## config.mk

```make
export PLATFORM = sky130hd
export DESIGN_NAME = lrelu_beats_sender
export DESIGN_NICKNAME = d
export VERILOG_FILES = /design/src/rtl/lrelu_beats_pkg.sv /design/src/rtl/lrelu_beats_skid.sv /design/src/rtl/lrelu_beats_sender.sv
export SDC_FILE = /design/constraint.sdc
export NUM_CORES = 1
export LEC_CHECK = 0
export CORE_MARGIN = 3
export CORE_UTILIZATION = 55
export DETAILED_ROUTE_END_ITERATION = 7
export GPL_TIMING_DRIVEN = 0
export PLACE_DENSITY = 0.86
export SLEW_MARGIN = 20
export SYNTH_ARGS = -nofsm -noshare
export SYNTH_HDL_FRONTEND = slang
export SYNTH_SLANG_ARGS = --single-unit
```

## constraint.sdc

```tcl
create_clock -name i_clk -period 20.1 [get_ports i_clk]
set_input_delay 4.02 -clock i_clk [delete_from_list [all_inputs] [get_ports i_clk]]
set_output_delay 4.02 -clock i_clk [all_outputs]
set_load 0.05 [all_outputs]
```

## src/rtl/lrelu_beats_pkg.sv

```systemverilog
// Shared types and beat-count helpers for the LReLU config-beat sender and its receiving counter.
package lrelu_beats_pkg;

  typedef enum logic [1:0] {
    S_REG_D  = 2'd1,
    S_BRAM_A = 2'd2,
    S_BRAM_B = 2'd3
  } w_sel_e;

  typedef enum logic [1:0] {
    ST_IDLE  = 2'd0,
    ST_ISSUE = 2'd1,
    ST_DRAIN = 2'd2
  } state_e;

  localparam int KW_MAX_DEF = 11;

  function automatic int calc_beats_b(input int c, input int k);
    return (k + c + 2) / 2;
  endfunction

  // Widest BRAM_B sweep occurs at clr_i == kw2 == KW_MAX/2.
  function automatic int calc_beats_max(input int kw_max);
    return calc_beats_b(kw_max / 2, kw_max / 2);
  endfunction

  localparam int BITS_KW2_DEF    = $clog2(KW_MAX_DEF / 2 + 1);
  localparam int BITS_MTB_DEF    = $clog2(KW_MAX_DEF);
  localparam int BITS_W_ADDR_DEF = $clog2(calc_beats_max(KW_MAX_DEF));

endpackage

```

## src/rtl/lrelu_beats_skid.sv

```systemverilog
// Two-entry valid/ready FIFO; an empty FIFO passes the input straight through to the output.
module lrelu_beats_skid #(
  parameter int W = 8
) (
  input  logic         i_clk,
  input  logic         i_rst,
  input  logic         i_valid,
  input  logic [W-1:0] i_data,
  output logic         o_valid,
  input  logic         i_ready,
  output logic [W-1:0] o_data,
  output logic [1:0]   o_count
);

  logic [W-1:0] r_mem [2];
  logic         r_wr_ptr;
  logic         r_rd_ptr;
  logic [1:0]   r_count;
  logic         w_empty;
  logic         w_pop;
  logic         w_store;

  assign w_empty = (r_count == 2'd0);
  assign w_pop   = i_ready & ~w_empty;
  // Store unless the beat bypasses an empty FIFO and is taken this cycle.
  assign w_store = i_valid & ~(w_empty & i_ready);
  assign o_valid = ~w_empty | i_valid;
  assign o_data  = ~w_empty ? r_mem[r_rd_ptr] : (i_valid ? i_data : '0);
  assign o_count = r_count;

  always_ff @(posedge i_clk) begin
    if (i_rst) begin
      r_wr_ptr <= 1'b0;
      r_rd_ptr <= 1'b0;
      r_count  <= 2'd0;
    end else begin
      if (w_store) begin
        r_mem[r_wr_ptr] <= i_data;
        r_wr_ptr        <= ~r_wr_ptr;
      end
      if (w_pop) r_rd_ptr <= ~r_rd_ptr;
      r_count <= r_count + {1'b0, w_store} - {1'b0, w_pop};
    end
  end

endmodule

```

## src/rtl/lrelu_beats_sender.sv

```systemverilog
// Reads LReLU config words from a local RAM and streams them as tagged beats (D, BRAM_A, BRAM_B).
// Define LRELU_SENDER_TAGS_EN to carry per-beat position tags; otherwise tag ports are tied to 0.
//
// state    | meaning
// ST_IDLE  | waiting for start
// ST_ISSUE | RAM reads still to issue
// ST_DRAIN | all reads issued, waiting for the last beat handshake
module lrelu_beats_sender
  import lrelu_beats_pkg::*;
#(
  parameter int  MEMBERS     = 8,
  parameter int  WORD_W      = 16,
  parameter int  DATA_W      = MEMBERS * WORD_W,
  parameter int  KW_MAX      = KW_MAX_DEF,
  parameter int  BITS_KW2    = $clog2(KW_MAX / 2 + 1),
  parameter int  ADDR_W      = 16,
  parameter int  GRP_W       = 16,
  localparam int BITS_MTB    = $clog2(KW_MAX),
  localparam int BITS_W_ADDR = $clog2(calc_beats_max(KW_MAX))
) (
  input  logic                   i_clk,
  input  logic                   i_rst,
  input  logic                   i_start,
  input  logic [BITS_KW2-1:0]    i_kw2,
  input  logic [GRP_W-1:0]       i_n_groups,
  output logic                   o_busy,
  output logic                   o_done,
  output logic                   o_rd_en,
  output logic [ADDR_W-1:0]      o_rd_addr,
  input  logic [DATA_W-1:0]      i_rd_data,
  output logic                   o_m_valid,
  input  logic                   i_m_ready,
  output logic [DATA_W-1:0]      o_m_data,
  output logic                   o_m_last,
  output logic [1:0]             o_m_w_sel,
  output logic [BITS_KW2-1:0]    o_m_clr_i,
  output logic [BITS_MTB-1:0]    o_m_mtb,
  output logic [BITS_W_ADDR-1:0] o_m_w_addr
);

`ifdef LRELU_SENDER_TAGS_EN
  localparam int PAY_W = 1 + 2 + BITS_KW2 + BITS_MTB + BITS_W_ADDR + DATA_W;
`else
  localparam int PAY_W = 1 + DATA_W;
`endif
  localparam logic [BITS_KW2-1:0] KW2_MAX = BITS_KW2'(KW_MAX / 2);

  state_e                 r_state, w_next;
  w_sel_e                 r_w_sel;
  logic [BITS_KW2-1:0]    r_kw2, r_clr_i, w_kw2_in;
  logic [BITS_MTB-1:0]    r_mtb;
  logic [BITS_W_ADDR-1:0] r_w_addr, w_beats_m1;
  logic [GRP_W-1:0]       r_grp, r_grp_last, w_grp_last_in;
  logic [ADDR_W-1:0]      r_rd_addr;
  logic                   r_inflight, r_p_last, r_done;
  logic                   w_accept, w_rd_en, w_last_hs;
  logic                   w_a_last, w_addr_last, w_mtb_last, w_clr_last, w_grp_end, w_stream_end;
  logic [1:0]             w_count;
  logic [PAY_W-1:0]       w_push, w_pop;

  assign w_kw2_in      = (i_kw2 > KW2_MAX) ? KW2_MAX : i_kw2;
  assign w_grp_last_in = (i_n_groups == '0) ? '0 : i_n_groups - GRP_W'(1);
  assign w_accept      = (r_state == ST_IDLE) & i_start;
  // At most two beats may be buffered or in flight, so the skid FIFO can never overflow.
  assign w_rd_en       = (r_state == ST_ISSUE) &
                         (({1'b0, w_count} + {2'b00, r_inflight}) < 3'd2);

  assign w_beats_m1   = BITS_W_ADDR'(calc_beats_b(int'(r_clr_i), int'(r_kw2)) - 1);
  assign w_a_last     = (r_w_addr == BITS_W_ADDR'(r_kw2));
  assign w_addr_last  = (r_w_addr == w_beats_m1);
  assign w_mtb_last   = (r_mtb == BITS_MTB'({r_clr_i, 1'b0}));
  assign w_clr_last   = (r_clr_i == r_kw2);
  assign w_grp_end    = (r_w_sel == S_BRAM_B) & w_addr_last & w_mtb_last & w_clr_last;
  assign w_stream_end = w_grp_end & (r_grp == r_grp_last);
  assign w_last_hs    = o_m_valid & i_m_ready & o_m_last;

  always_ff @(posedge i_clk) begin
    if (i_rst) r_state <= ST_IDLE;
    else       r_state <= w_next;
  end

  always_comb begin
    w_next = r_state;
    case (r_state)
      ST_IDLE:  if (i_start) w_next = ST_ISSUE;
      ST_ISSUE: if (w_rd_en && w_stream_end) w_next = ST_DRAIN;
      ST_DRAIN: if (w_last_hs) w_next = ST_IDLE;
      default:  w_next = ST_IDLE;
    endcase
  end

  always_ff @(posedge i_clk) begin
    if (i_rst) begin
      r_kw2      <= '0;
      r_grp_last <= '0;
      r_w_sel    <= S_REG_D;
      r_clr_i    <= '0;
      r_mtb      <= '0;
      r_w_addr   <= '0;
      r_grp      <= '0;
      r_rd_addr  <= '0;
    end else if (w_accept) begin
      r_kw2      <= w_kw2_in;
      r_grp_last <= w_grp_last_in;
      r_w_sel    <= S_REG_D;
      r_clr_i    <= '0;
      r_mtb      <= '0;
      r_w_addr   <= '0;
      r_grp      <= '0;
      r_rd_addr  <= '0;
    end else if (w_rd_en) begin
      r_rd_addr <= r_rd_addr + ADDR_W'(1);
      case (r_w_sel)
        S_REG_D: begin
          r_w_sel  <= S_BRAM_A;
          r_w_addr <= '0;
        end
        S_BRAM_A: begin
          if (w_a_last) begin
            r_w_sel  <= S_BRAM_B;
            r_w_addr <= '0;
            r_clr_i  <= '0;
            r_mtb    <= '0;
          end else begin
            r_w_addr <= r_w_addr + BITS_W_ADDR'(1);
          end
        end
        S_BRAM_B: begin
          if (!w_addr_last) begin
            r_w_addr <= r_w_addr + BITS_W_ADDR'(1);
          end else begin
            r_w_addr <= '0;
            if (!w_mtb_last) begin
              r_mtb <= r_mtb + BITS_MTB'(1);
            end else begin
              r_mtb <= '0;
              if (!w_clr_last) begin
                r_clr_i <= r_clr_i + BITS_KW2'(1);
              end else begin
                r_clr_i <= '0;
                r_w_sel <= S_REG_D;
                r_grp   <= r_grp + GRP_W'(1);
              end
            end
          end
        end
        default: r_w_sel <= S_REG_D;
      endcase
    end
  end

`ifdef LRELU_SENDER_TAGS_EN
  logic [1:0]             r_p_w_sel;
  logic [BITS_KW2-1:0]    r_p_clr_i;
  logic [BITS_MTB-1:0]    r_p_mtb;
  logic [BITS_W_ADDR-1:0] r_p_w_addr;

  // Tags follow the read by one cycle so they line up with i_rd_data.
  always_ff @(posedge i_clk) begin
    if (i_rst) begin
      r_p_w_sel  <= '0;
      r_p_clr_i  <= '0;
      r_p_mtb    <= '0;
      r_p_w_addr <= '0;
    end else if (w_rd_en) begin
      r_p_w_sel  <= r_w_sel;
      r_p_clr_i  <= r_clr_i;
      r_p_mtb    <= r_mtb;
      r_p_w_addr <= r_w_addr;
    end
  end

  assign w_push = {r_p_last, r_p_w_sel, r_p_clr_i, r_p_mtb, r_p_w_addr, i_rd_data};
  assign {o_m_last, o_m_w_sel, o_m_clr_i, o_m_mtb, o_m_w_addr, o_m_data} = w_pop;
`else
  assign w_push     = {r_p_last, i_rd_data};
  assign {o_m_last, o_m_data} = w_pop;
  assign o_m_w_sel  = '0;
  assign o_m_clr_i  = '0;
  assign o_m_mtb    = '0;
  assign o_m_w_addr = '0;
`endif

  always_ff @(posedge i_clk) begin
    if (i_rst) begin
      r_inflight <= 1'b0;
      r_p_last   <= 1'b0;
      r_done     <= 1'b0;
    end else begin
      r_inflight <= w_rd_en;
      r_done     <= w_last_hs;
      if (w_rd_en) r_p_last <= w_stream_end;
    end
  end

  lrelu_beats_skid #(.W(PAY_W)) u_skid (
    .i_clk   (i_clk),
    .i_rst   (i_rst),
    .i_valid (r_inflight),
    .i_data  (w_push),
    .o_valid (o_m_valid),
    .i_ready (i_m_ready),
    .o_data  (w_pop),
    .o_count (w_count)
  );

  assign o_busy    = (r_state != ST_IDLE);
  assign o_done    = r_done;
  assign o_rd_en   = w_rd_en;
  assign o_rd_addr = r_rd_addr;

endmodule

```

# --- Yosys cells after proc, flatten, opt, wreduce, memory -nomap -nowiden ---
# Memory sizes are Yosys's and may differ from the RTL's. A register that Yosys moved wholly into a read port is not among the register bits.
# Index checks and enable logic that the tools add are counted.
totals:
  register_bits: 72
  ramBits: 258
  n_memories: 1
  wordCells: 109
memory_table:
  columns: ["memory", "depth", "word_bits", "read_ports", "rd_clocked_by_memory_dff", "write_ports", "line", "rtl"]
  rows:
  - ["u_skid.r_mem", 2, 129, 1, 1, 1, "lrelu_beats_skid.sv:15", "logic [W-1:0] r_mem [2];"]
classes:
  add_sub_neg: 13
  eq_ne: 17
  magnitude_cmp: 2
  n_bitwise: 17
  mux: 30
  reduce_logical: 14
op_table:
  columns: ["op", "n"]
  rows:
  - ["2-to-1 mux 129 bit", 2]
  - ["adder 16 x 1 -> 16 bit (second input constant)", 2]
  - ["2-to-1 mux 3 bit", 7]
  - ["== test 16 bit", 1]
  - ["logical NOT 16 bit", 1]
  - ["2-to-1 mux 16 bit", 1]
  - ["subtractor 16 x 1 -> 16 bit (second input constant)", 1]
  - ["AND reduction 5 bit", 3]
  - ["2-to-1 mux 2 bit", 7]
  - ["2-to-1 mux 4 bit", 3]
  - ["inequality test 2 bit (second input constant)", 6]
  - ["one-hot mux 2 bit (3 select lines)", 2]
  - ["AND 1 bit", 11]
  - ["== test 3 bit", 3]
  - ["one-hot mux 3 bit (3 select lines)", 1]
  - ["one-hot mux 4 bit (2 select lines)", 1]
  - ["adder 3 x 1 -> 3 bit (second input constant)", 2]
  - ["== test 2 bit (second input constant)", 3]
  - ["one-hot mux 3 bit (2 select lines)", 1]
  - ["2-to-1 mux 1 bit", 5]
  - ["adder 3 x 3 -> 4 bit", 1]
  - ["adder 4 x 1 -> 4 bit (second input constant)", 1]
  - ["adder 4 x 2 -> 4 bit (second input constant)", 1]
  - ["== test 2 x 1 -> 1 bit (second input constant)", 2]
  - ["other kinds (20)", 25]

# --- Depth between registers and ports, before layout ---
depth:
  word_depth: 13
  depth_mapped: 14
  mapped_depth_nobuf: 13

# --- Hierarchy ---
# From an unflattened synthesis, not the netlist that was laid out.
unflattened:
  cells_unflattened: 1175
  area_unflattened_um2: 14637.8
modules_own_cells:
  columns: ["module", "n_inst", "cells_per_inst", "area_each_um2"]
  rows:
  - ["lrelu_beats_skid", 1, 729, 10920.5]
  - ["lrelu_beats_sender", 1, 446, 3717.3]

# --- Least setup slack after synthesis ---
# OpenSTA, ideal clock, no wires.
synth_timing:
  kind: "input to register"
  from: "in i_rst"
  to: "mem u_skid.r_mem[1][0] (netlist name), enable pin"
  setup_slack_ps: 5678
  path_stages: 2
  n_path_buf: 1
  t_arrival_ps: 13620
  path_cell_list: "clkbuf_1 > nor3b_1"
synth_via:
  elab_chain_cells: 2
synth_rtl:
  columns: ["element", "line", "rtl"]
  rows:
  - ["start: declaration", "lrelu_beats_sender.sv:22", "input logic i_rst,"]
  - ["2-to-1 mux 1 bit", "lrelu_beats_skid.sv:32", "if (i_rst) begin"]
  - ["2-to-1 mux 1 bit (implied by the code)", "lrelu_beats_skid.sv:38", "r_mem[r_wr_ptr] <= i_data;"]
  - ["end: declaration", "lrelu_beats_skid.sv:15", null]
# No other way between the ends.

# --- Worst setup path in the final report ---
layout_timing:
  from: "in i_rd_data[95]"
  to: "out o_m_data[95]"
layout_via:
  elab_chain_cells: 2
layout_rtl:
  columns: ["element", "line", "rtl"]
  rows:
  - ["start: declaration", "lrelu_beats_sender.sv:30", "input logic [DATA_W-1:0] i_rd_data,"]
  - ["2-to-1 mux 129 bit (2 in series)", "lrelu_beats_skid.sv:28", "assign o_data = ~w_empty ? r_mem[r_rd_ptr] : (i_valid ? i_data : '0);"]
  - ["end: declaration", "lrelu_beats_sender.sv:33", "output logic [DATA_W-1:0] o_m_data,"]
# No other way between the ends.

==> flow_metrics.env <==
export IMPL_rsz0062_at_grt="no"
export IMPL_drtPass1Iterations=5
export IMPL_intPower_mw=1.53
export IMPL_post_place_ws_ps=10420
export IMPL_ys_types=46
export IMPL_viasPerCell=5.99
export IMPL_drive_gt1_share_pct=6.33
export IMPL_die_height_um=168
export IMPL_worstHoldPathType="reg2reg"
export IMPL_p_per_area_mw_per_mm2=144
export IMPL_fp_dieW_um=168
export IMPL_cp_end_kind="output pin"
export IMPL_clk_path_buf_depth=3
export IMPL_cp_arrival_ps=5740
export IMPL_cts_tree="yes"
export IMPL_synth_edff_count=258
export IMPL_synth_common_cells="258 x edfxtp_1, 167 x o21ai_0, 140 x nand3_1"
export IMPL_initial_utilization_pct=56.6
export IMPL_maxCapViolations=0
export IMPL_fmax_ghz=0.102
export IMPL_path_max_fanout=3
export IMPL_ant_nets=0
export IMPL_outcome="finished clean"
export IMPL_grt_pass1_vias=11100
export IMPL_r2r_slack_ps=16330
export IMPL_syn_to_final_growth_pct=33.6
export IMPL_tightest_slew_ps=832
export IMPL_cts_max_level=2
export IMPL_postCtsHoldBufs=0
export IMPL_finalSetupViolations=0
export IMPL_power_frac_comb_pct=49.6
export IMPL_leakage_nw=6.27
export IMPL_ys_seq_area_share_pct=64.1
export IMPL_swShare_pct=44.7
export IMPL_place_congestion=0.829
export IMPL_ys_flop_type="edfxtp_1"
export IMPL_via_count=11400
export IMPL_clock_skew_ps=13.3
export IMPL_detailed_place_hpwl_um=29300
export IMPL_async_flop_share_pct=0
export IMPL_nNetsFinal=1710
export IMPL_track_usage_pct=28.3
export IMPL_synth_most_common_cell="edfxtp_1"
export IMPL_rows=58
export IMPL_wirelength_um=41600
export IMPL_n_fill_cell=1575
export IMPL_drt_iter0_markers=1328
export IMPL_synthTopCellsByArea="edfxtp_1 54%, dfxtp_1 10%, mux2i_1 9.3%"
export IMPL_yosysTopAreaCell="edfxtp_1"
export IMPL_die_area_mm2=0.0281
export IMPL_synth_seq_cells=331
export IMPL_antenna_found_initial=10
export IMPL_cp_start_kind="input port"
export IMPL_core_area_mm2=0.0254
export IMPL_wl_per_cell_um=21.9
export IMPL_portBuffers=298
export IMPL_hold_violations=0
export IMPL_finalWorstSetupSlack_ps=10340
export IMPL_irDropWorstVdd_mv=0.149
export IMPL_overflow=0
export IMPL_cts_resized=0
export IMPL_min_period_over_period_pct=48.5
export IMPL_pwr_share_seq_pct=27.9
export IMPL_netlist_area_mm2=0.0144
export IMPL_slew_headroom_pct=44.5
export IMPL_yosysWarnings=0
export IMPL_grt_max_degree=17
export IMPL_power_switching_mw=1.23
export IMPL_clk_latency_ps=510
export IMPL_synth_cells=1165
export IMPL_cts_root_buf="clkbuf_16"
export IMPL_io_pin_count=312
export IMPL_pwr_share_clk_pct=22.5
export IMPL_critPathKind="in2out"
export IMPL_clock_sinks=331
export IMPL_tns_ps=0
export IMPL_grt_pass1_wl_um=62800
export IMPL_slew_violations=0
export IMPL_cts_setup_buffers=0
export IMPL_drc_errors=0
export IMPL_synth_top_area_share_pct=53.9
export IMPL_period_needed_ps=9760
export IMPL_path_clk_slew_ps=60
export IMPL_worstPathRequired_ps=16080
export IMPL_avgSynthCellArea_um2=12.3
export IMPL_numCtsBuffers=34
==> state kept, by name, indices dropped and copies added, names as in the netlist, named ones only <==
register / flops
o_rd_addr: 16
r_mtb: 4
r_p_last: 1
u_skid.r_wr_ptr: 1
r_grp: 16
o_done: 1
r_clr_i: 3
u_skid.o_count: 2
r_w_addr: 3
r_w_sel: 2
u_skid.r_mem: 258
r_inflight: 1
r_kw2: 3
u_skid.r_rd_ptr: 1
r_state: 2
r_grp_last: 16
==> placed cells by master, fill, tap and decap left out, types with 4 or more instances in the layout <==
cell type / netlist / routed
a21oi_1: 31 / 31
and3_1: 5 / 5
buf_1: 9 / 9
buf_4: 12 / 33
buf_6: 0 / 10
clkbuf_1: 61 / 72
clkbuf_16: 0 / 35
clkdlybuf4s50_1: 0 / 298
clkinv_1: 1 / 4
conb_1: 1 / 12
dfxtp_1: 73 / 73
diode_2: 0 / 8
edfxtp_1: 258 / 258
ha_1: 17 / 17
inv_1: 18 / 18
mux2i_1: 133 / 133
nand2_1: 51 / 51
nand3_1: 140 / 140
nand4_1: 13 / 13
nor2_1: 39 / 39
nor2b_1: 4 / 4
nor3_1: 8 / 7
o21ai_0: 167 / 167
or3_1: 22 / 22
or4_1: 4 / 4
xnor2_1: 31 / 31
xor2_1: 25 / 25
==> metrics by stage <==
stage	std cells	hold slack, ps	total power, mW	util [%]	cell area, µm²
5_1_grt	1900	510	2.84	75.6	19200
4_1_cts	1895	489	2.76	75.5	19200
6_report	1903	486	2.76	75.6	19200
3_5_place_dp	1835	475	2.13	71.2	18100
3_3_place_gp	1804	463	2.12	70.1	17800
2_1_floorplan	1176	446	1.65	-	14400
==> power groups by stage <==
stage               clock network [mW]  registers, mW  logic, mW
finish                           0.621          0.770       1.37
global route                     0.659          0.771       1.41
CTS                              0.626          0.769       1.36
detailed placement                   0          0.784       1.35
global placement                     0          0.790       1.33
floorplan                            0          0.788      0.865
==> critical path, stage by stage <==
cell	delay, ps
clkdlybuf4s50_1	550
nand3_1	130
o21ai_0	170
clkdlybuf4s50_1	870
==> area by class of cell <==
class | count | area, µm² | share of cell area, %
diodes | 8 | 20.0 | 0.104
plain buffers | 86 | 373 | 1.94
clock buffers | 47 | 931 | 4.85
clock inverters | 13 | 161 | 0.841
inverters | 19 | 71.3 | 0.371
multi-input cells | 740 | 4770 | 24.8
flip-flops and latches | 331 | 9210 | 48.0
well taps | 330 | 413 | 2.15
repair buffers | 329 | 3250 | 16.9
==> metal layers <==
metal  global-route usage [%]  vias up  wire (µm)
met4                     11.3        8       1540
met2                     48.8      625      20800
li1                         -     5076          -
met1                     34.3     5571      15300
met5                        0        -         47
met3                     7.15      111       3930
==> final timing paths <==
| path | to | from | depth (start not counted) |
|---|---|---|---|
| hold / removal | r_grp_last[8] | r_grp_last[8] | 2 |
| hold reg to reg | r_grp_last[8] | r_grp_last[8] | 2 |
| setup / recovery | o_m_data[95] | i_rd_data[95] | 4 |
| setup reg to reg | u_skid.r_mem[0][40] | u_skid.o_count[0] | 11 |
==> cell families after synthesis <==
| group | after synthesis | share of synthesized area [%] |
|---|---|---|
| muxes | 133 | 9.26 |
| AOI/OAI and AO/OA | 213 | 7.66 |
| other | 1 | 0.0261 |
| adders and majority gates | 18 | 1.62 |
| and+or+nand+nor | 308 | 10.8 |
| DFF | 331 | 64.1 |
| buffers and inverters | 105 | 3.09 |
| xor gates and xnor gates | 56 | 3.41 |
No activity file was read; power rests on OpenSTA's default activity.
